<file path="src/rtl/bcd_timer_pkg.sv">
// Shared encodings for the BCD stopwatch: FSM states and display digit-select codes.
// The segment output stage imports this package as well.
package bcd_timer_pkg;

    localparam logic [1:0] ST_IDLE  = 2'b00;
    localparam logic [1:0] ST_RUN   = 2'b01;
    localparam logic [1:0] ST_PAUSE = 2'b10;

    localparam logic [1:0] SEL_TIM1 = 2'b00;
    localparam logic [1:0] SEL_TIM2 = 2'b01;
    localparam logic [1:0] SEL_TIM3 = 2'b10;

    // Scan order TIM1 -> TIM2 -> TIM3 -> TIM1; the unused code 11 recovers to TIM1.
    function automatic logic [1:0] next_sel(input logic [1:0] sel);
        case (sel)
            SEL_TIM1: return SEL_TIM2;
            SEL_TIM2: return SEL_TIM3;
            default:  return SEL_TIM1;
        endcase
    endfunction

    function automatic logic [2:0] dig_en_decode(input logic [1:0] sel);
        case (sel)
            SEL_TIM1: return 3'b110;
            SEL_TIM2: return 3'b101;
            SEL_TIM3: return 3'b011;
            default:  return 3'b111;
        endcase
    endfunction

endpackage

</file>
<file path="src/rtl/bcd_timer_if.sv">
// Control pulses and display outputs of the BCD stopwatch.
interface bcd_timer_if;
    import bcd_timer_pkg::*;

    logic       start_stop;
    logic       clear;
    logic [3:0] tim_1;
    logic [3:0] tim_2;
    logic [3:0] tim_3;
    logic [1:0] oe_digit;
    logic [2:0] dig_en;
    logic       running;
    logic       ovf;

    modport master (
        output start_stop, clear,
        input  tim_1, tim_2, tim_3, oe_digit, dig_en, running, ovf
    );

    modport slave (
        input  start_stop, clear,
        output tim_1, tim_2, tim_3, oe_digit, dig_en, running, ovf
    );

endinterface

</file>
<file path="src/rtl/bcd_timer_digit.sv">
// One BCD decade: counts 0..9 on carry-in and ripples a combinational carry-out on 9->0.
module bcd_digit (
    input  logic       i_clk,
    input  logic       i_rst,
    input  logic       i_clr,
    input  logic       i_cin,
    output logic [3:0] o_q,
    output logic       o_cout
);

    logic [3:0] r_q;

    always_ff @(posedge i_clk or posedge i_rst) begin
        if (i_rst) begin
            r_q <= 4'd0;
        end else if (i_clr) begin
            r_q <= 4'd0;
        end else if (i_cin) begin
            // >= rather than == so an out-of-range value can never persist
            r_q <= (r_q >= 4'd9) ? 4'd0 : r_q + 4'd1;
        end
    end

    assign o_q    = r_q;
    assign o_cout = i_cin && (r_q == 4'd9);

endmodule

</file>
<file path="src/rtl/bcd_timer.sv">
// Three-digit BCD stopwatch with run/pause/clear control and a multiplexed digit scan.
//   state    | meaning
//   ST_IDLE  | cleared, prescaler held at zero, waiting for START_STOP
//   ST_RUN   | prescaler counting, digits advance on each tick
//   ST_PAUSE | prescaler and digits frozen, partial count kept
module bcd_timer
    import bcd_timer_pkg::*;
#(
    parameter int PRESCALE = 5000000,
    parameter int SCAN_DIV = 50000
) (
    input  logic        i_clk,
    input  logic        i_rst,
    bcd_timer_if.slave  tif
);

    localparam int PW = (PRESCALE > 2) ? $clog2(PRESCALE) : 1;
    localparam int SW = (SCAN_DIV > 2) ? $clog2(SCAN_DIV) : 1;
    localparam logic [PW-1:0] PRESC_LAST = PW'(PRESCALE - 1);
    localparam logic [SW-1:0] SCAN_LAST  = SW'(SCAN_DIV - 1);

    logic [1:0]    r_state;
    logic [1:0]    w_state_nxt;
    logic          r_running;
    logic [PW-1:0] r_presc;
    logic [SW-1:0] r_scan;
    logic [1:0]    r_oe;
    logic [2:0]    r_dig_en;
    logic          r_ovf;
    logic          w_tick;
    logic          w_c1;
    logic          w_c2;
    logic          w_c3;

    always_comb begin
        w_state_nxt = r_state;
        case (r_state)
            ST_IDLE:  if (tif.start_stop) w_state_nxt = ST_RUN;
            ST_RUN:   if (tif.start_stop) w_state_nxt = ST_PAUSE;
            ST_PAUSE: if (tif.start_stop) w_state_nxt = ST_RUN;
            default:  w_state_nxt = ST_IDLE;
        endcase
        if (tif.clear) w_state_nxt = ST_IDLE;
    end

    always_ff @(posedge i_clk or posedge i_rst) begin
        if (i_rst) begin
            r_state   <= ST_IDLE;
            r_running <= 1'b0;
        end else begin
            r_state   <= w_state_nxt;
            r_running <= (w_state_nxt == ST_RUN);
        end
    end

    // A clear in the tick cycle suppresses the tick so the digits land on zero.
    assign w_tick = (r_state == ST_RUN) && (r_presc == PRESC_LAST) && !tif.clear;

    always_ff @(posedge i_clk or posedge i_rst) begin
        if (i_rst) begin
            r_presc <= '0;
        end else if (tif.clear) begin
            r_presc <= '0;
        end else begin
            case (r_state)
                ST_RUN:   r_presc <= (r_presc == PRESC_LAST) ? '0 : r_presc + PW'(1);
                ST_PAUSE: r_presc <= r_presc;
                default:  r_presc <= '0;
            endcase
        end
    end

    bcd_digit u_dig1 (
        .i_clk  (i_clk),
        .i_rst  (i_rst),
        .i_clr  (tif.clear),
        .i_cin  (w_tick),
        .o_q    (tif.tim_1),
        .o_cout (w_c1)
    );

    bcd_digit u_dig2 (
        .i_clk  (i_clk),
        .i_rst  (i_rst),
        .i_clr  (tif.clear),
        .i_cin  (w_c1),
        .o_q    (tif.tim_2),
        .o_cout (w_c2)
    );

    bcd_digit u_dig3 (
        .i_clk  (i_clk),
        .i_rst  (i_rst),
        .i_clr  (tif.clear),
        .i_cin  (w_c2),
        .o_q    (tif.tim_3),
        .o_cout (w_c3)
    );

    always_ff @(posedge i_clk or posedge i_rst) begin
        if (i_rst) begin
            r_ovf <= 1'b0;
        end else if (tif.clear) begin
            r_ovf <= 1'b0;
        end else if (w_c3) begin
            r_ovf <= 1'b1;
        end
    end

    // Display scan is free-running; only reset touches it.
    always_ff @(posedge i_clk or posedge i_rst) begin
        if (i_rst) begin
            r_scan   <= '0;
            r_oe     <= SEL_TIM1;
            r_dig_en <= 3'b110;
        end else if (r_scan >= SCAN_LAST) begin
            r_scan   <= '0;
            r_oe     <= next_sel(r_oe);
            r_dig_en <= dig_en_decode(next_sel(r_oe));
        end else begin
            r_scan   <= r_scan + SW'(1);
        end
    end

    assign tif.running  = r_running;
    assign tif.ovf      = r_ovf;
    assign tif.oe_digit = r_oe;
    assign tif.dig_en   = r_dig_en;

endmodule

</file>
<file path="src/flat_wrapper.sv">
// flat-port wrapper written by rule: the top's interface ports become plain ports
module bcd_timer_flat import bcd_timer_pkg::*;
#(
    parameter int PRESCALE = 5000000,
    parameter int SCAN_DIV = 50000
)
  (i_clk, i_rst, tif_start_stop, tif_clear, tif_tim_1, tif_tim_2, tif_tim_3, tif_oe_digit, tif_dig_en, tif_running, tif_ovf);
  bcd_timer_if tif_i ();
  input  logic i_clk;
  input  logic i_rst;
  input wire logic [$bits(tif_i.start_stop)-1:0] tif_start_stop;
  input wire logic [$bits(tif_i.clear)-1:0] tif_clear;
  output wire logic [$bits(tif_i.tim_1)-1:0] tif_tim_1;
  output wire logic [$bits(tif_i.tim_2)-1:0] tif_tim_2;
  output wire logic [$bits(tif_i.tim_3)-1:0] tif_tim_3;
  output wire logic [$bits(tif_i.oe_digit)-1:0] tif_oe_digit;
  output wire logic [$bits(tif_i.dig_en)-1:0] tif_dig_en;
  output wire logic [$bits(tif_i.running)-1:0] tif_running;
  output wire logic [$bits(tif_i.ovf)-1:0] tif_ovf;
  assign tif_i.start_stop = tif_start_stop;
  assign tif_i.clear = tif_clear;
  assign tif_tim_1 = tif_i.tim_1;
  assign tif_tim_2 = tif_i.tim_2;
  assign tif_tim_3 = tif_i.tim_3;
  assign tif_oe_digit = tif_i.oe_digit;
  assign tif_dig_en = tif_i.dig_en;
  assign tif_running = tif_i.running;
  assign tif_ovf = tif_i.ovf;
  bcd_timer #(.PRESCALE(PRESCALE), .SCAN_DIV(SCAN_DIV)) u_core (.i_clk(i_clk), .i_rst(i_rst), .tif(tif_i));
endmodule
</file>
<file path="config.mk">
export PLATFORM = sky130hd
export DESIGN_NAME = bcd_timer_flat
export DESIGN_NICKNAME = d
export VERILOG_FILES = /design/src/rtl/bcd_timer_pkg.sv /design/src/rtl/bcd_timer_if.sv /design/src/rtl/bcd_timer_digit.sv /design/src/rtl/bcd_timer.sv /design/src/flat_wrapper.sv
export SDC_FILE = /design/constraint.sdc
export NUM_CORES = 1
export LEC_CHECK = 0
export CAP_MARGIN = 0
export CORE_UTILIZATION = 40
export DETAILED_ROUTE_END_ITERATION = 7
export GPL_ROUTABILITY_DRIVEN = 0
export GPL_TIMING_DRIVEN = 1
export PLACE_DENSITY = 0.55
export SETUP_SLACK_MARGIN = 0.2
export SYNTH_ARGS = -nofsm -noshare
export SYNTH_HDL_FRONTEND = slang
export SYNTH_HIERARCHICAL = 1
export SYNTH_SLANG_ARGS = --single-unit
</file>
<file path="constraint.sdc">
create_clock -name i_clk -period 4.89 [get_ports i_clk]
set_input_delay 1.2225 -clock i_clk [delete_from_list [all_inputs] [get_ports i_clk]]
set_output_delay 1.2225 -clock i_clk [all_outputs]
set_load 0.01 [all_outputs]
</file>
==> results of run 1 <==
==> power by group <==
| group | internal [W] | leakage, nW | total [W] | switching [W] |
|---|---|---|---|---|
| sequential | 0.000499 | 0.814 | 0.000501 | 0.00000212 |
| combinational | 0.0000131 | 0.673 | 0.0000405 | 0.0000275 |
| clock | 0.000212 | 0.0896 | 0.000406 | 0.000194 |
==> how the worst max path moves through the flow <==
stage               startpoint                                to  cells after the start
global route         tif_clear        u_core/tif.ovf$_DFFE_PP0P_                     13
global placement     tif_clear        u_core/tif.ovf$_DFFE_PP0P_                     13
CTS                  tif_clear        u_core/tif.ovf$_DFFE_PP0P_                     13
floorplan            tif_clear  u_core/u_dig3/o_q[2]$_DFFE_PP0P_                     12
finish               tif_clear        u_core/tif.ovf$_DFFE_PP0P_                     13
detailed placement   tif_clear        u_core/tif.ovf$_DFFE_PP0P_                     13
==> metrics by stage <==
stage / power, W / instances / cell area, um2 / setup slack [ps]
final: 0.000947 / 475 / 3780 / 1070
after global routing: 0.000996 / 475 / 3780 / 788
after CTS: 0.000969 / 475 / 3780 / 1090
after detailed placement: 0.000552 / 459 / 3600 / 734
after global placement: 0.000551 / 459 / 3600 / 807
after floorplan: 0.000536 / 342 / 3270 / 1780
==> cell families (layout without fill, tap and decap cells) <==
logic type / Yosys count / count (layout)
AO/OA/AOI/OAI: 73 / 73
XOR/XNOR: 13 / 13
adder cells (fa/ha/maj): 11 / 11
buffers and inverters: 28 / 59
flip-flops: 60 / 60
multiplexers: 4 / 4
AND/OR/NAND/NOR: 153 / 153
==> critical path, cell delays in order <==
cell	delay (ps)
clkdlybuf4s50_1	410
or2_2	340
nor2_1	110
buf_4	150
nand2_1	80
nor3b_1	200
buf_4	180
nand2_1	70
nor3b_1	770
nand2_1	160
nor3b_1	230
nor2_1	70
nor2_1	80
==> layout by cell type, fill, tap and decap left out, types with 2 or more instances in the layout <==
cell type	netlist	layout
nand3_1	17	17
or2_2	3	3
o21ai_0	11	11
and2_1	3	3
and3_1	10	10
a211oi_2	4	4
nand4_1	6	6
nor3b_2	3	3
clkbuf_8	0	11
clkbuf_1	6	2
dfrtp_1	58	58
nor3b_1	3	3
a21oi_2	4	4
nor4_2	3	3
mux2_2	3	3
xnor2_1	4	4
o22ai_1	5	5
nor2b_1	4	4
dfstp_2	2	2
buf_4	1	6
and4_1	2	2
and2b_2	3	3
nor2_1	40	40
a21oi_1	13	13
a21boi_1	3	3
a21o_1	6	6
xor2_1	9	9
clkdlybuf4s50_1	0	22
a41oi_1	6	6
nand2_1	27	27
o32ai_1	3	3
nor3_1	6	6
a31oi_1	12	12
inv_1	15	14
nand3b_1	5	5
ha_1	11	11
nand2b_1	11	11
==> state kept, by name, summed over array words and instances, names as in the netlist <==
register,cells
u_core/u_dig1/o_q,4
u_core/u_dig3/o_q,4
u_core/r_presc,23
u_core/tif.running,1
u_core/tif.oe_digit,2
u_core/r_scan,16
u_core/tif.ovf,1
u_core/r_state,2
u_core/tif.dig_en,3
u_core/u_dig2/o_q,4
==> layer usage <==
metal,vias up,routed length [um],GRT usage [%]
met4,0,31,5.47
met1,1196,3220,22.9
met5,-,0,0
li1,1276,-,-
met2,30,3100,26.1
met3,2,205,5.50
==> cell type report <==
class / count / area share (%)
multi-input combinational: 254 / 43.6
tap: 102 / 3.37
clock inverter: 3 / 0.562
sequential: 60 / 39.7
inverter: 15 / 1.49
clock buffer: 13 / 4.20
timing repair buffer: 28 / 7.01
==> flow_summary.json, run 1 <==
{
  "grt_pass1_wl_mm": 11.5,
  "path_class": "in -> reg",
  "grtUsageTotal_pct": 17.1,
  "synth_compound_area_share_pct": 15.5,
  "fp.dieW_um": 92.4,
  "hold_path_class": "reg -> reg",
  "cts_buffer_depth": 2,
  "cts_tree": "built",
  "multiInputGateArea_um2": 1650,
  "yosysTopAreaCell": "dfrtp_1",
  "setup_viol_count_final": 0,
  "synth_commonest_cells": "58 x dfrtp_1, 40 x nor2_1, 27 x nand2_1",
  "dp_hpwl_mm": 4.46,
  "cp_data_required_time_ps": 5160,
  "whs_ps": 469,
  "rsz0062_at_grt": "false",
  "worst_pin_slew_ps": 927,
  "design.core.area_um2": 7810,
  "start_kind": "primary input",
  "cp_data_arrival_time_ps": 4090,
  "avgRoutedWirePerCell_um": 13.8,
  "fill_cells": 760,
  "slew_viol_final": 0,
  "postCtsHoldBufs": 0,
  "peakVddDrop_uv": 115,
  "ff2ff_setup_slack_ps": 1290,
  "period_minus_slack_ps": 3820,
  "synthSimpleGateAreaFrac_pct": 25.9,
  "area_delta_synth_final_pct": 15.7,
  "worstReg2RegEnd": "u_core/tif.ovf$_DFFE_PP0P_",
  "worstHoldStart": "u_core/r_scan[0]$_DFF_PP0_",
  "fin_worst_skew_ps": 6.66,
  "syn_area_per_cell_um2": 9.56,
  "ys_types": 51,
  "synthMuxAreaShare_pct": 1.34,
  "vias": 2504,
  "postRouteAntennaNets": 0,
  "synthArstFlopShare_pct": 100,
  "cts_resized": 0,
  "routed_wl_mm": 6.56,
  "synthTopCellsByArea": "dfrtp_1 44%, nor2_1 4.6%, ha_1 4.2%",
  "whs_endpoint": "u_core/r_scan[0]$_DFF_PP0_",
  "rows": 32,
  "yosysMostFrequentCell": "dfrtp_1",
  "grt_max_degree": 29,
  "synth_top_area_share_pct": 44.4,
  "synth_flop_cell": "dfrtp_1",
  "endpoint_kind": "flip-flop",
  "reg2regPathDepth": 15,
  "cts-buffers-inserted": 9,
  "power_leakage_nw": 1.58,
  "cts_root_buf": "clkbuf_8",
  "io_pins": 23,
  "fin_nets": 383,
  "yosys.area_share.adder_pct": 4.21,
  "slew_headroom_pct": 38.1,
  "n_antenna_cell": 0,
  "hold_viol": 0,
  "ys.warnings.count": 6,
  "antenna_found_initial": 0,
  "drive_gt1_share_pct": 12.9,
  "synth_cells": 342,
  "drtPass1Iterations": 4,
  "min_path_cells": 1,
  "grt_pass1_vias": 2330,
  "synth_top_family_by_area": "simple AND/OR/NAND/NOR gates",
  "cts_max_level": 3,
  "powerDensity_nw_per_um2": 250,
  "fin_crit_sh_pct": 78.1,
  "insertion_delay_ps": 330,
  "start_util_pct": 41.9,
  "synth_seq_cells": 60,
  "reg2reg_from": "u_core/r_presc[0]$_DFFE_PP0P_",
  "tns_ps": 0,
  "io_buffers": 22,
  "cap_violations": 0,
  "drc_errors": 0,
  "dieArea_um2": 8540,
  "yosys.area_share.xor_xnor_pct": 3.48,
  "clk_pin_slew_ps": 70,
  "via_per_inst": 5.27,
  "synth_edf_count": 0,
  "synth_seq_area_share_pct": 46.0,
  "max_freq_mhz": 262,
  "final_core_util_pct": 48.5,
  "cp_max_fo": 9,
  "postCtsSetupBuffers": 0,
  "overflow": 0,
  "synth_nets": 357,
  "clock_sink_count": 60,
  "drt_iter0_markers": 99,
  "outcome": "finished, final reports clean",
  "syn_area_um2": 3270,
  "seq_area_um2": 1500,
  "die_h_um": 92.4
}
(Power assumes the default switching activity.)
==> run 2: changes to the inputs <==
clock period = 4 ns   (was 4.89 ns; I/O delays follow)
==> flow_summary.json, run 2 (same netlist as run 1, synthesis figures left out) <==
{
  "cts_tree": "built",
  "slew_headroom_pct": 42.6,
  "drt_iter0_markers": 85,
  "path_class": "reg -> reg",
  "crit_chain": "ha_1 -> nand3_1 -> nor4_2 -> nand2_1 -> nor2_1 -> nand2_1 -> nor3b_1 -> buf_4 -> nand2_1 -> nor3b_1 -> buf_4 -> nand2_1 -> nor3b_1 -> nor2_1 -> nor2_1",
  "internal_power_w": 0.000851,
  "slew_viol_final": 0,
  "overflow": 0,
  "fin_nets": 386,
  "clock_sink_count": 60,
  "cts-buffers-inserted": 9,
  "drc_errors": 0,
  "antenna_found_initial": 0,
  "cap_violations": 0,
  "setup_viol_count_final": 0,
  "final_cell_mix": "58 x dfrtp_1, 40 x nor2_1, 27 x nand2_1, 22 x clkdlybuf4s50_1, 17 x nand3_1",
  "postCtsSetupBuffers": 0,
  "endpoint_kind": "flip-flop",
  "vias": 2507,
  "rsz0062_at_grt": "false",
  "period_minus_slack_ps": 3110,
  "outcome": "finished, final reports clean",
  "insertion_delay_ps": 340,
  "peakVddDrop_uv": 188,
  "finalPower_w": 0.00112,
  "drive_gt1_share_pct": 13.3,
  "worst-path-buf-inv": 2,
  "io_pins": 23,
  "cts_root_buf": "clkbuf_8",
  "layout_setup_ws_ps": 889,
  "highest_layer": "met4",
  "tns_ps": 0,
  "reg_top3": "u_core/r_presc: 23 flops, u_core/r_scan: 16 flops",
  "avgRoutedWirePerCell_um": 14.0,
  "start_kind": "flip-flop",
  "postCtsHoldBufs": 0,
  "cts_buffer_depth": 2,
  "grt_pass1_vias": 2483,
  "comb_power_share_pct": 4.5,
  "cp_slowest_cell": "nor4_2",
  "io_buffers": 22,
  "route.met3.wl_um": 187,
  "cts_resized": 0,
  "via_per_inst": 5.24,
  "final_common_cell": "dfrtp_1",
  "powerDensity_nw_per_um2": 297,
  "die_h_um": 92.4,
  "drt-met1-wl_mm": 3.30,
  "cp_data_required_time_ps": 4270,
  "routed_wl_mm": 6.71,
  "design.core.area_um2": 7810,
  "drtPass1Iterations": 4,
  "met2WireLength_mm": 3.10,
  "start_util_pct": 41.9,
  "place_ws_ps": 576,
  "p_sw_w": 0.000273,
  "grt_pass1_wl_mm": 11.6,
  "largest_register_ffs": 23,
  "max_freq_mhz": 321,
  "seqPwrFrac_pct": 54.5,
  "worst_pin_slew_ps": 853,
  "fin_worst_skew_ps": 11.5,
  "dp_hpwl_mm": 4.51,
  "hold_viol": 0,
  "crit_path_max_incr_delay_ps": 490,
  "dieArea_um2": 8540,
  "crit_family": "simple AND/OR/NAND/NOR gates",
  "fin_crit_sh_pct": 77.8,
  "clk_pin_slew_ps": 70,
  "clkPwrFrac_pct": 41.0,
  "grt_max_degree": 35,
  "grtUsageTotal_pct": 17.1,
  "swShare_pct": 24.3,
  "rows": 32,
  "cp_max_fo": 9,
  "fp.dieW_um": 92.4,
  "path_common_cell": "nand2_1",
  "cts_max_level": 3,
  "largest-register": "u_core/r_presc",
  "power_leakage_nw": 1.58,
  "hold_path_class": "reg -> reg",
  "postRouteAntennaNets": 0,
  "n_antenna_cell": 0,
  "area_delta_synth_final_pct": 15.8,
  "cp_data_arrival_time_ps": 3380
}
-- run 2: final timing paths --
kind	start	endpoint	slack, ps	cells past startpoint
worst max-delay path	u_core/r_presc[0]$_DFFE_PP0P_	u_core/tif.ovf$_DFFE_PP0P_	890	15
worst min register to register	u_core/r_scan[0]$_DFF_PP0_	u_core/r_scan[0]$_DFF_PP0_	460	1
worst max register to register	u_core/r_presc[0]$_DFFE_PP0P_	u_core/tif.ovf$_DFFE_PP0P_	890	15
worst min-delay path	u_core/r_scan[0]$_DFF_PP0_	u_core/r_scan[0]$_DFF_PP0_	460	1
max in group asynchronous	i_rst	u_core/tif.dig_en[1]$_DFFE_PP1N_	2180	3
min in group asynchronous	i_rst	u_core/u_dig1/o_q[1]$_DFFE_PP0P_	960	2
-- run 2: worst reg2reg max path, stage by stage (launching register included) --
cell and delay [ps]:
dfrtp_1 400, ha_1 220, nand3_1 260, nor4_2 490
nand2_1 90, nor2_1 170, nand2_1 100, nor3b_1 210
buf_4 190, nand2_1 70, nor3b_1 210, buf_4 190
nand2_1 80, nor3b_1 220, nor2_1 70, nor2_1 80
-- run 2: metal layers --
layer	up-vias	track usage [%]
met5	-	0
met4	0	6.51
met3	11	4.52
met2	29	27.4
met1	1193	22.0
li1	1274	-
-- run 2: power by group through the flow --
stage	combinational, W	clock (W)	sequential, W
2_1_floorplan	0.0000314	0	0.000624
5_1_grt	0.0000585	0.000501	0.000612
4_1_cts	0.0000526	0.000477	0.000612
3_3_place_gp	0.0000520	0	0.000624
3_5_place_dp	0.0000524	0	0.000624
6_report	0.0000510	0.000461	0.000612
-- run 2: cell type report --
type | instances | area [um2]
fillers | 761 | 4020
inverters | 15 | 56.3
repair buffers | 31 | 288
well taps | 102 | 128
flip-flops and latches | 60 | 1500
multi-input cells | 254 | 1650
clock inverters | 4 | 26.3
clock buffers | 12 | 135
-- run 2: stage by stage --
step | cells | util, % | area [um2] | hold WS (ps)
5_1_grt | 478 | 48.5 | 3790 | 497
4_1_cts | 478 | 48.5 | 3790 | 466
2_1_floorplan | 342 | - | 3270 | 425
3_5_place_dp | 462 | 46.4 | 3630 | 456
3_3_place_gp | 462 | 46.4 | 3630 | 448
6_report | 478 | 48.5 | 3790 | 458
==> run 3: changes to the inputs <==
clock period = 3.11 ns   (was 4 ns; I/O delays follow)
==> flow_summary.json, run 3 (same netlist as run 1, synthesis figures left out) <==
{
  "outcome": "finished, final reports clean",
  "final_common_cell": "dfrtp_1",
  "design.core.area_um2": 7810,
  "slew_headroom_pct": 45.9,
  "overflow": 0,
  "routed_wl_mm": 6.83,
  "largest_register_ffs": 23,
  "cp_max_fo": 6,
  "drc_errors": 0,
  "fp.dieW_um": 92.4,
  "crit_path_max_incr_delay_ps": 560,
  "crit_family": "simple AND/OR/NAND/NOR gates",
  "io_buffers": 22,
  "avgRoutedWirePerCell_um": 14.1,
  "vias": 2591,
  "hold_path_class": "reg -> reg",
  "clock_sink_count": 60,
  "cp_slowest_cell": "or4bb_1",
  "path_class": "reg -> reg",
  "cap_violations": 0,
  "rsz0062_at_grt": "false",
  "max_freq_mhz": 362,
  "dieArea_um2": 8540,
  "fin_nets": 391,
  "worst-path-buf-inv": 2,
  "period_minus_slack_ps": 2760,
  "worst_pin_slew_ps": 805,
  "drive_gt1_share_pct": 16.0,
  "final_cell_mix": "57 x dfrtp_1, 39 x nor2_1, 27 x nand2_1, 22 x clkdlybuf4s50_1, 17 x nand3_1",
  "fin_crit_sh_pct": 88.8,
  "insertion_delay_ps": 340,
  "cp_data_required_time_ps": 3320,
  "postRouteAntennaNets": 0,
  "cts_tree": "built",
  "finalPower_w": 0.00155,
  "peakVddDrop_uv": 187,
  "fill_cells": 749,
  "powerDensity_nw_per_um2": 399,
  "hold_viol": 0,
  "drt_iter0_markers": 102,
  "cts_max_level": 3,
  "power_leakage_nw": 1.64,
  "seq_area_um2": 1510,
  "cts-buffers-inserted": 9,
  "crit_chain": "or4bb_1 -> nor4_4 -> nand2_1 -> nor2_2 -> nand2_1 -> nor3b_2 -> nand2_1 -> nor3b_1 -> buf_4 -> buf_4 -> a21boi_1 -> a21oi_2 -> a211oi_2",
  "cts_root_buf": "clkbuf_8",
  "path_common_cell": "nand2_1",
  "io_pins": 23,
  "start_util_pct": 41.9,
  "multiInputGateArea_um2": 1670,
  "clk_pin_slew_ps": 70,
  "area_delta_synth_final_pct": 18.7,
  "grtUsageTotal_pct": 18.1,
  "n_antenna_cell": 0,
  "grt_pass1_wl_mm": 12.1,
  "rows": 32,
  "setup_viol_count_final": 0,
  "via_per_inst": 5.36,
  "antenna_found_initial": 0,
  "cts_buffer_depth": 2,
  "whs_ps": 467,
  "cp_data_arrival_time_ps": 2970,
  "start_kind": "flip-flop",
  "endpoint_kind": "flip-flop",
  "dp_hpwl_mm": 4.68,
  "reg_top3": "u_core/r_presc: 23 flops, u_core/r_scan: 16 flops",
  "slew_viol_final": 0,
  "tns_ps": 0,
  "drtPass1Iterations": 5,
  "die_h_um": 92.4,
  "grt_pass1_vias": 2592,
  "fin_worst_skew_ps": 12.8,
  "grt_max_degree": 27,
  "largest-register": "u_core/r_presc"
}
==> run 3: stage by stage <==
step	utilization (%)	setup WS, ps	area, um2	instances
3_5_place_dp	46.7	12.5	3650	465
4_1_cts	49.3	250	3850	481
2_1_floorplan	-	247	3270	342
5_1_grt	49.7	205	3880	483
6_report	49.7	349	3880	483
3_3_place_gp	46.7	63.7	3650	465
==> run 3: worst reg2reg max path: stages (launching register included) <==
cell and delay [ps]:
dfrtp_1 420, or4bb_1 560, nor4_4 330, nand2_1 100, nor2_2 120, nand2_1 90, nor3b_2 190, nand2_1 90
nor3b_1 200, buf_4 150, buf_4 130, a21boi_1 70, a21oi_2 120, a211oi_2 50
==> run 3: timing repair <==
action / in CTS / in global routing
pin swaps: 0 / 4
buffers inserted: 0 / 2
setup endpoints to repair: 1 / 3
hold buffers: 0 / 0
gates resized for setup: 1 / 4
==> run 3: final cells by class <==
| type | instances | area share, % |
|---|---|---|
| repair buffers | 36 | 8.38 |
| well taps | 102 | 3.29 |
| multi-input cells | 254 | 43.1 |
| clock inverters | 5 | 1.35 |
| clock buffers | 11 | 3.64 |
| flip-flops and latches | 60 | 38.8 |
| inverters | 15 | 1.45 |
==> run 3: power breakdown <==
part	total, W	internal [W]	switching, W	leakage (nW)
Combinational	0.0000656	0.0000219	0.0000437	0.731
Clock	0.000693	0.000388	0.000305	0.0991
Sequential	0.000788	0.000784	0.00000338	0.812
==> run 3: worst paths after layout <==
| check | from | endpoint | slack, ps | depth (start not counted) |
|---|---|---|---|---|
| worst max-delay path | u_core/r_presc[15]$_DFFE_PP0P_ | u_core/u_dig3/o_q[2]$_DFFE_PP0P_ | 350 | 13 |
| worst min-delay path | u_core/r_scan[0]$_DFF_PP0_ | u_core/r_scan[0]$_DFF_PP0_ | 470 | 1 |
| worst max register to register | u_core/r_presc[15]$_DFFE_PP0P_ | u_core/u_dig3/o_q[2]$_DFFE_PP0P_ | 350 | 13 |
| worst min register to register | u_core/r_scan[0]$_DFF_PP0_ | u_core/r_scan[0]$_DFF_PP0_ | 470 | 1 |
| max in group asynchronous | i_rst | u_core/r_presc[18]$_DFFE_PP0P_ | 1500 | 3 |
| min in group asynchronous | i_rst | u_core/u_dig3/o_q[2]$_DFFE_PP0P_ | 730 | 2 |
==> run 3: layer usage <==
metal / wire [um] / track usage [%]
met1: 3170 / 21.7
met2: 3360 / 29.9
met3: 198 / 5.67
met4: 101 / 7.42
met5: 0 / 0
